===== src/rtl/cmul_seq_pkg.sv =====
// cmul_seq_pkg: shared types and constants for the sequential complex multiplier.
//   state_t         controller states IDLE / ISSUE / LAST / OUT
//   P_RR..P_IR      product index, i.e. the order in which the four real
//                   products are pushed through the shared multiplier
//   LATENCY         cycles from the accept cycle to the first out_valid cycle
//   MULT_W, PROD_W  operand / product width of the mult18x18_1c primitive
package cmul_seq_pkg;

  typedef enum logic [1:0] {
    IDLE,
    ISSUE,
    LAST,
    OUT
  } state_t;

  localparam logic [1:0] P_RR = 2'd0;  // ar*br
  localparam logic [1:0] P_II = 2'd1;  // ai*bi
  localparam logic [1:0] P_RI = 2'd2;  // ar*bi
  localparam logic [1:0] P_IR = 2'd3;  // ai*br

  localparam int LATENCY = 6;
  localparam int MULT_W  = 18;
  localparam int PROD_W  = 2 * MULT_W;

endpackage


===== src/rtl/cmul_seq_if.sv =====
// cmul_seq_if: operand/result handshake bundle of the complex multiplier.
//   in_valid/in_ready    operand pair handshake (a = coefficient, b = sample)
//   a_re, a_im           signed CWIDTH coefficient
//   b_re, b_im           signed IWIDTH sample
//   conj                 only with CMUL_SEQ_CONJ_EN: multiply by conj(b)
//   out_valid/out_ready  result handshake
//   o_re, o_im           signed OWIDTH result
// Modports: master = producer/consumer side, slave = the multiplier.
interface cmul_seq_if #(
  parameter int CWIDTH = 18,
  parameter int IWIDTH = 18,
  parameter int OWIDTH = IWIDTH + CWIDTH + 1
);
  logic                     in_valid;
  logic                     in_ready;
  logic signed [CWIDTH-1:0] a_re;
  logic signed [CWIDTH-1:0] a_im;
  logic signed [IWIDTH-1:0] b_re;
  logic signed [IWIDTH-1:0] b_im;
`ifdef CMUL_SEQ_CONJ_EN
  logic                     conj;
`endif
  logic                     out_valid;
  logic                     out_ready;
  logic signed [OWIDTH-1:0] o_re;
  logic signed [OWIDTH-1:0] o_im;

  modport master (
`ifdef CMUL_SEQ_CONJ_EN
    output conj,
`endif
    output in_valid, a_re, a_im, b_re, b_im, out_ready,
    input  in_ready, out_valid, o_re, o_im
  );

  modport slave (
`ifdef CMUL_SEQ_CONJ_EN
    input  conj,
`endif
    input  in_valid, a_re, a_im, b_re, b_im, out_ready,
    output in_ready, out_valid, o_re, o_im
  );
endinterface


===== src/rtl/cmul_seq_acc.sv =====
// cmul_seq_acc: sign-controlled accumulator pair for cmul_seq.
//   clk, rst  clock, synchronous active-low reset (clears both lanes)
//   en        a valid product is present on p this cycle
//   idx       product index of p (P_RR/P_II/P_RI/P_IR)
//   conj      1: build a*conj(b), 0: build a*b
//   p         full-width signed product from the multiplier
//   acc_re    real lane:      load on P_RR, add/sub P_II
//   acc_im    imaginary lane: load on P_RI, add P_IR
// The lanes also serve as the result registers; they only change when a
// product of a new operation lands, so they hold steady during OUT.
module cmul_seq_acc
  import cmul_seq_pkg::*;
#(
  parameter int OWIDTH = 37
) (
  input  logic                     clk,
  input  logic                     rst,
  input  logic                     en,
  input  logic [1:0]               idx,
  input  logic                     conj,
  input  logic signed [PROD_W-1:0] p,
  output logic signed [OWIDTH-1:0] acc_re,
  output logic signed [OWIDTH-1:0] acc_im
);
  // The true product always fits in CWIDTH+IWIDTH <= OWIDTH bits, so a
  // resize (sign-extend or drop redundant sign bits) is exact.
  logic signed [OWIDTH-1:0] pext;
  assign pext = OWIDTH'(p);

  genvar gi;
  generate
    for (gi = 0; gi < 2; gi++) begin : g_lane
      localparam logic [1:0] LOAD_K = (gi == 0) ? P_RR : P_RI;
      localparam logic [1:0] UPD_K  = (gi == 0) ? P_II : P_IR;

      logic                     load_neg;
      logic                     upd_neg;
      logic signed [OWIDTH-1:0] lane_reg;

      // a*b:       re = rr - ii, im =  ri + ir
      // a*conj(b): re = rr + ii, im = -ri + ir
      assign load_neg = (gi == 1) ? conj : 1'b0;
      assign upd_neg  = (gi == 0) ? ~conj : 1'b0;

      always_ff @(posedge clk) begin
        if (!rst) begin
          lane_reg <= '0;
        end else if (en) begin
          if (idx == LOAD_K) begin
            lane_reg <= load_neg ? -pext : pext;
          end else if (idx == UPD_K) begin
            lane_reg <= upd_neg ? (lane_reg - pext) : (lane_reg + pext);
          end
        end
      end
    end
  endgenerate

  assign acc_re = g_lane[0].lane_reg;
  assign acc_im = g_lane[1].lane_reg;
endmodule


===== src/rtl/mult18x18_1c.sv =====
// mult18x18_1c: 18x18 signed multiplier with one registered output stage.
//   clk  clock
//   rst  synchronous active-high reset, clears the product register
//   en   clock enable for the product register
//   a, b signed 18-bit operands
//   p    signed 36-bit product, valid the cycle after a/b are driven
module mult18x18_1c (
  input  logic               clk,
  input  logic               rst,
  input  logic               en,
  input  logic signed [17:0] a,
  input  logic signed [17:0] b,
  output logic signed [35:0] p
);
  always_ff @(posedge clk) begin
    if (rst) begin
      p <= '0;
    end else if (en) begin
      p <= a * b;
    end
  end
endmodule


===== src/rtl/cmul_seq.sv =====
// cmul_seq: sequential complex multiplier o = a*b on one shared
// mult18x18_1c. Four real products are issued one per cycle and summed
// into the result; one result every 6 cycles, accept-to-out_valid = 6.
//   clk  clock
//   rst  synchronous active-low reset
//   bus  cmul_seq_if.slave: in_valid/in_ready + a/b operands,
//        out_valid/out_ready + o_re/o_im result
// Optional: define CMUL_SEQ_CONJ_EN to add bus.conj (o = a*conj(b)).
module cmul_seq
  import cmul_seq_pkg::*;
#(
  parameter int CWIDTH = 18,
  parameter int IWIDTH = 18,
  parameter int OWIDTH = IWIDTH + CWIDTH + 1
) (
  input logic       clk,
  input logic       rst,
  cmul_seq_if.slave bus
);
  state_t                   state_reg;
  logic [1:0]               idx_reg;
  logic                     out_valid_reg;
  logic                     pv_reg;    // product in the multiplier is ours
  logic [1:0]               pidx_reg;  // index of that product
  logic                     conj_reg;
  logic                     accept;
  logic signed [MULT_W-1:0] opd_in [4];  // ar, ai, br, bi
  logic signed [MULT_W-1:0] opd_reg [4];
  logic signed [MULT_W-1:0] mult_a;
  logic signed [MULT_W-1:0] mult_b;
  logic signed [PROD_W-1:0] mult_p;

  // In OUT the slot frees up on the same edge the result is taken.
  assign bus.in_ready = rst & ((state_reg == IDLE) |
                               ((state_reg == OUT) & bus.out_ready));
  assign accept       = bus.in_valid & bus.in_ready;
  assign bus.out_valid = out_valid_reg;

  assign opd_in[0] = MULT_W'(bus.a_re);
  assign opd_in[1] = MULT_W'(bus.a_im);
  assign opd_in[2] = MULT_W'(bus.b_re);
  assign opd_in[3] = MULT_W'(bus.b_im);

  always_ff @(posedge clk) begin
    if (!rst) begin
      for (int i = 0; i < 4; i++) opd_reg[i] <= '0;
    end else if (accept) begin
      for (int i = 0; i < 4; i++) opd_reg[i] <= opd_in[i];
    end
  end

`ifdef CMUL_SEQ_CONJ_EN
  always_ff @(posedge clk) begin
    if (!rst) begin
      conj_reg <= 1'b0;
    end else if (accept) begin
      conj_reg <= bus.conj;
    end
  end
`else
  assign conj_reg = 1'b0;
`endif

  always_ff @(posedge clk) begin
    if (!rst) begin
      state_reg     <= IDLE;
      idx_reg       <= '0;
      out_valid_reg <= 1'b0;
      pv_reg        <= 1'b0;
      pidx_reg      <= '0;
    end else begin
      // Products leave the multiplier one cycle after issue.
      pv_reg   <= (state_reg == ISSUE);
      pidx_reg <= idx_reg;
      case (state_reg)
        IDLE: begin
          if (accept) begin
            state_reg <= ISSUE;
            idx_reg   <= '0;
          end
        end
        ISSUE: begin
          idx_reg <= idx_reg + 2'd1;
          if (idx_reg == P_IR) state_reg <= LAST;
        end
        LAST: begin
          state_reg     <= OUT;
          out_valid_reg <= 1'b1;
        end
        OUT: begin
          if (bus.out_ready) begin
            out_valid_reg <= 1'b0;
            idx_reg       <= '0;
            state_reg     <= accept ? ISSUE : IDLE;
          end
        end
        default: state_reg <= IDLE;
      endcase
    end
  end

  always_comb begin
    mult_a = opd_reg[0];
    mult_b = opd_reg[2];
    case (idx_reg)
      P_II: begin mult_a = opd_reg[1]; mult_b = opd_reg[3]; end
      P_RI: begin mult_a = opd_reg[0]; mult_b = opd_reg[3]; end
      P_IR: begin mult_a = opd_reg[1]; mult_b = opd_reg[2]; end
      default: ;
    endcase
  end

  mult18x18_1c u_mult (
    .clk (clk),
    .rst (~rst),
    .en  (1'b1),
    .a   (mult_a),
    .b   (mult_b),
    .p   (mult_p)
  );

  cmul_seq_acc #(
    .OWIDTH (OWIDTH)
  ) u_acc (
    .clk    (clk),
    .rst    (rst),
    .en     (pv_reg),
    .idx    (pidx_reg),
    .conj   (conj_reg),
    .p      (mult_p),
    .acc_re (bus.o_re),
    .acc_im (bus.o_im)
  );
endmodule


===== src/flat_wrapper.sv =====
// flat-port wrapper written by rule: the top's interface ports become plain ports
module cmul_seq_flat import cmul_seq_pkg::*;
#(
  parameter int CWIDTH = 18,
  parameter int IWIDTH = 18,
  parameter int OWIDTH = IWIDTH + CWIDTH + 1
)
  (clk, rst, bus_in_valid, bus_a_re, bus_a_im, bus_b_re, bus_b_im, bus_out_ready, bus_in_ready, bus_out_valid, bus_o_re, bus_o_im);
  cmul_seq_if #(.CWIDTH(CWIDTH), .IWIDTH(IWIDTH), .OWIDTH(OWIDTH)) bus_i ();
  input logic clk;
  input logic rst;
  input wire logic [$bits(bus_i.in_valid)-1:0] bus_in_valid;
  input wire logic [$bits(bus_i.a_re)-1:0] bus_a_re;
  input wire logic [$bits(bus_i.a_im)-1:0] bus_a_im;
  input wire logic [$bits(bus_i.b_re)-1:0] bus_b_re;
  input wire logic [$bits(bus_i.b_im)-1:0] bus_b_im;
  input wire logic [$bits(bus_i.out_ready)-1:0] bus_out_ready;
  output wire logic [$bits(bus_i.in_ready)-1:0] bus_in_ready;
  output wire logic [$bits(bus_i.out_valid)-1:0] bus_out_valid;
  output wire logic [$bits(bus_i.o_re)-1:0] bus_o_re;
  output wire logic [$bits(bus_i.o_im)-1:0] bus_o_im;
  assign bus_i.in_valid = bus_in_valid;
  assign bus_i.a_re = bus_a_re;
  assign bus_i.a_im = bus_a_im;
  assign bus_i.b_re = bus_b_re;
  assign bus_i.b_im = bus_b_im;
  assign bus_i.out_ready = bus_out_ready;
  assign bus_in_ready = bus_i.in_ready;
  assign bus_out_valid = bus_i.out_valid;
  assign bus_o_re = bus_i.o_re;
  assign bus_o_im = bus_i.o_im;
  cmul_seq #(.CWIDTH(CWIDTH), .IWIDTH(IWIDTH), .OWIDTH(OWIDTH)) u_core (.clk(clk), .rst(rst), .bus(bus_i));
endmodule

===== config.mk =====
export PLATFORM = sky130hd
export DESIGN_NAME = cmul_seq_flat
export DESIGN_NICKNAME = d
export VERILOG_FILES = /design/src/rtl/cmul_seq_pkg.sv /design/src/rtl/cmul_seq_if.sv /design/src/rtl/cmul_seq_acc.sv /design/src/rtl/mult18x18_1c.sv /design/src/rtl/cmul_seq.sv /design/src/flat_wrapper.sv
export SDC_FILE = /design/constraint.sdc
export NUM_CORES = 1
export LEC_CHECK = 0
export ABC_CLOCK_PERIOD_IN_PS = 12000
export BUFFER_PORTS_ARGS = -buffer_cell sky130_fd_sc_hd__buf_2
export CAP_MARGIN = 20
export CORE_ASPECT_RATIO = 1.25
export CORE_MARGIN = 2
export CORE_UTILIZATION = 30
export CTS_CLUSTER_DIAMETER = 60
export DETAILED_ROUTE_END_ITERATION = 7
export PLACE_DENSITY = 0.53
export SETUP_SLACK_MARGIN = 0.5
export SLEW_MARGIN = 40
export SYNTH_ARGS = -nofsm -noshare
export SYNTH_HDL_FRONTEND = slang
export SYNTH_HIERARCHICAL = 1
export SYNTH_SLANG_ARGS = --single-unit

===== constraint.sdc =====
create_clock -name clk -period 12 [get_ports clk]
set_input_delay 1.8 -clock clk [delete_from_list [all_inputs] [get_ports clk]]
set_output_delay 1.8 -clock clk [all_outputs]
set_load 0.005 [all_outputs]

==> impl_results.md <==
* Worst-path clk slew at 80 ps
* Chip width at 264 µm
* Count of pins over their slew limit at 0
* Setup crit start kind: flip-flop
* Antenna cells at 0
* Area leader, netlist: fa_1
* Met3 Use GR at 0.0232
* Cts bufs inserted at 17
* HPWL after detailed placement at 55400 µm
* RSZ-0062 raised after global routing: false
* Final Cell Area at 27700 µm²
* Count of cell types in the netlist at 88
* DIE AREA at 86800 µm²
* Worst slew pin tran at 730 ps
* Final setup violation count at 0
* Post-CTS Setup Bufs at 0
* Min cycle time layout at 7830 ps
* Slowest stage delay, CP at 670 ps
* Total Routed Length at 69900 µm
* Clk buf depth at 2
* Final GP Congestion at 0.855
* EDFF count, synth at 72
* Drt drc at 0
* Post-synth top area share at 0.261
* Post-synthesis sequential area ratio at 0.179
* Flop-to-flop setup slack at 4170 ps
* Final-stage net count at 3483
* Crit share post-route at 0.653
* Clock Latency Late Sink at 510 ps
* Worst flop-to-flop path startpoint: u_core/idx_reg[0]$_SDFFE_PN0P_
* Clock sink total at 190
* FF-to-FF End: u_core/u_mult/p[33]$_SDFFE_PP0P_
* Met2 usage at 0.272
* I/O pins at 152
* Main synth FF type: dfxtp_1
* Wire length per cell at 17.5 µm
* Top-count cell post-synth: inv_1
* DRT antenna net count at 0
* Grt met1 use at 0.220
* Number of port buffers at 151
* Vias in the first global route at 20300
* H-tree depth at 4
* Max cap viols at 0
* Worst R2R Path Depth at 25
* Worst path slowest cell: mux2_1
* Max FO, Critical Path at 18
* Synth top area cells: fa_1 (26%), dfxtp_1 (9.3%), edfxtp_1 (8.5%)
* Layout area overhead at 9.27%
* Fmax at 0.128 GHz
* Gr usage total at 0.164
* Post-synthesis async set-or-reset flop share at 0
* Initial Utilization at 0.302
* Cts hold-fix bufs at 0
* Setup TNS at 0 ps
* Min-Delay Path Class: reg -> reg
* Element type at the critical path end: flip-flop
* Post-synth top cells: inv_1 (396), fa_1 (331), nand2_1 (273)
* Routed vias at 19500
* Crit path to: u_core/u_mult/p[33]$_SDFFE_PP0P_
* TritonCTS clock tree: built
* Status: finished, final reports clean
* Row Count at 119
* Final Util at 0.330
* Largest register FFs at 72
* GR Overflow Total at 0
* Busiest layer in global routing: met2
* YS warnings at 6
* Register bit total from synthesis at 190
* Most frequent CP cell: fa_1
* Avg Cell Area, Syn at 8.88 µm²
* PostCTS Resize Cnt at 0
* Final Hold Fails at 0
* Largest net degree at the start of global routing at 73
* Worst Path Class, Setup: reg -> reg
* Core region area at 84000 µm²
* Slew margin rel. at 0.513
* Initial drt markers at 1057
* Routed vias/inst at 4.86
* Mapped Area at 25300 µm²
* Cells after Synth at 2853
* Final clock skew at 21.7 ps
* Root Buffer: clkbuf_16
* Antenna violations before repair at 0
* Worst Setup SP: u_core/idx_reg[0]$_SDFFE_PN0P_
* Area post-placement at 27100 µm²
* Pre-Repair DR Iteration Count at 5
* Hold slack at 476 ps
* Worst Path Required at 12380 ps
* Crit path DAT at 8220 ps
* Layout cells sized above 1 at 0.0919
* First-pass GRT wire length at 113000 µm
* Chip height at 329 µm
cells by family after synthesis:
logic type	after synthesis	share of synthesized area
xor+xnor	157	0.0543
mux	68	0.0288
simple gates	872	0.177
buf+inv	538	0.0803
flops	190	0.179
fa+ha+maj	503	0.346
compound gates	523	0.134
other cells	2	0.000296
through the flow:
step | instances | setup WS, ps
global placement | 3972 | 4200
CTS | 4006 | 4100
finish | 4006 | 4170
floorplan | 2861 | 4420
global route | 4006 | 3740
detailed placement | 3974 | 4100
per-layer routing:
metal	share of wire	vias up
li1	-	9471
met1	0.47	9491
met2	0.46	421
met3	0.042	68
met4	0.023	0
met5	0	-
cell type report:
type                            count  area (µm²)
Tap cell                         1089        1360
Sequential cell                   190        4530
Inverter                          397        1490
Timing Repair Buffer              165         880
Clock buffer                       19         464
Fill cell                        8880       56300
Multi-Input combinational cell   2133       18800
Clock inverter                     13         129
worst max-delay path, delay by kind of cell, from the launching register on:
kind,cells,cell delay [ps]
flip-flops,1,360
buffers and inverters,5,490
AO/OA/AOI/OAI,5,1030
adder cells (fa/ha/maj),8,3580
AND/OR/NAND/NOR,6,1560
multiplexers,1,670
worst min-delay path by stage:
stage / from / endpoint / slack [ps] / cells past startpoint
final: u_core/u_acc/acc_re[11]$_SDFFE_PN0P_ / u_core/u_acc/acc_re[11]$_SDFFE_PN0P_ / 480 / 2
after global routing: u_core/u_acc/acc_re[11]$_SDFFE_PN0P_ / u_core/u_acc/acc_re[11]$_SDFFE_PN0P_ / 500 / 2
after CTS: u_core/u_acc/acc_re[11]$_SDFFE_PN0P_ / u_core/u_acc/acc_re[11]$_SDFFE_PN0P_ / 480 / 2
after detailed placement: u_core/u_acc/acc_re[11]$_SDFFE_PN0P_ / u_core/u_acc/acc_re[11]$_SDFFE_PN0P_ / 460 / 2
after global placement: u_core/u_acc/acc_im[10]$_SDFFE_PN0P_ / u_core/u_acc/acc_im[10]$_SDFFE_PN0P_ / 470 / 2
after floorplan: u_core/idx_reg[1]$_SDFFE_PN0P_ / u_core/pidx_reg[1]$_SDFF_PN0_ / 450 / 2
cell usage in the layout, fill, tap and decap left out, drive strengths merged, types with 9 or more instances in the layout:
| master | n |
|---|---|
| inv | 402 |
| a31oi | 20 |
| a21o | 49 |
| nand3 | 26 |
| o211ai | 22 |
| o21a | 13 |
| conb | 10 |
| nand2 | 273 |
| and2 | 240 |
| nor4 | 11 |
| a21oi | 165 |
| nor3 | 32 |
| dfxtp | 118 |
| o221ai | 31 |
| buf | 165 |
| o31ai | 12 |
| nand4 | 18 |
| or4 | 9 |
| o21ai | 99 |
| a21boi | 9 |
| ha | 172 |
| nor2 | 134 |
| fa | 331 |
| o21bai | 24 |
| nor2b | 36 |
| and3 | 9 |
| nand2b | 29 |
| xor2 | 74 |
| edfxtp | 72 |
| mux2 | 40 |
| xnor2 | 83 |
| or3 | 18 |
| clkbuf | 19 |
| mux2i | 28 |
| a211oi | 18 |
Power is left out: the tool's default activity adds up to more than one toggle a clock period on the data nets, which glitch-free logic cannot reach.
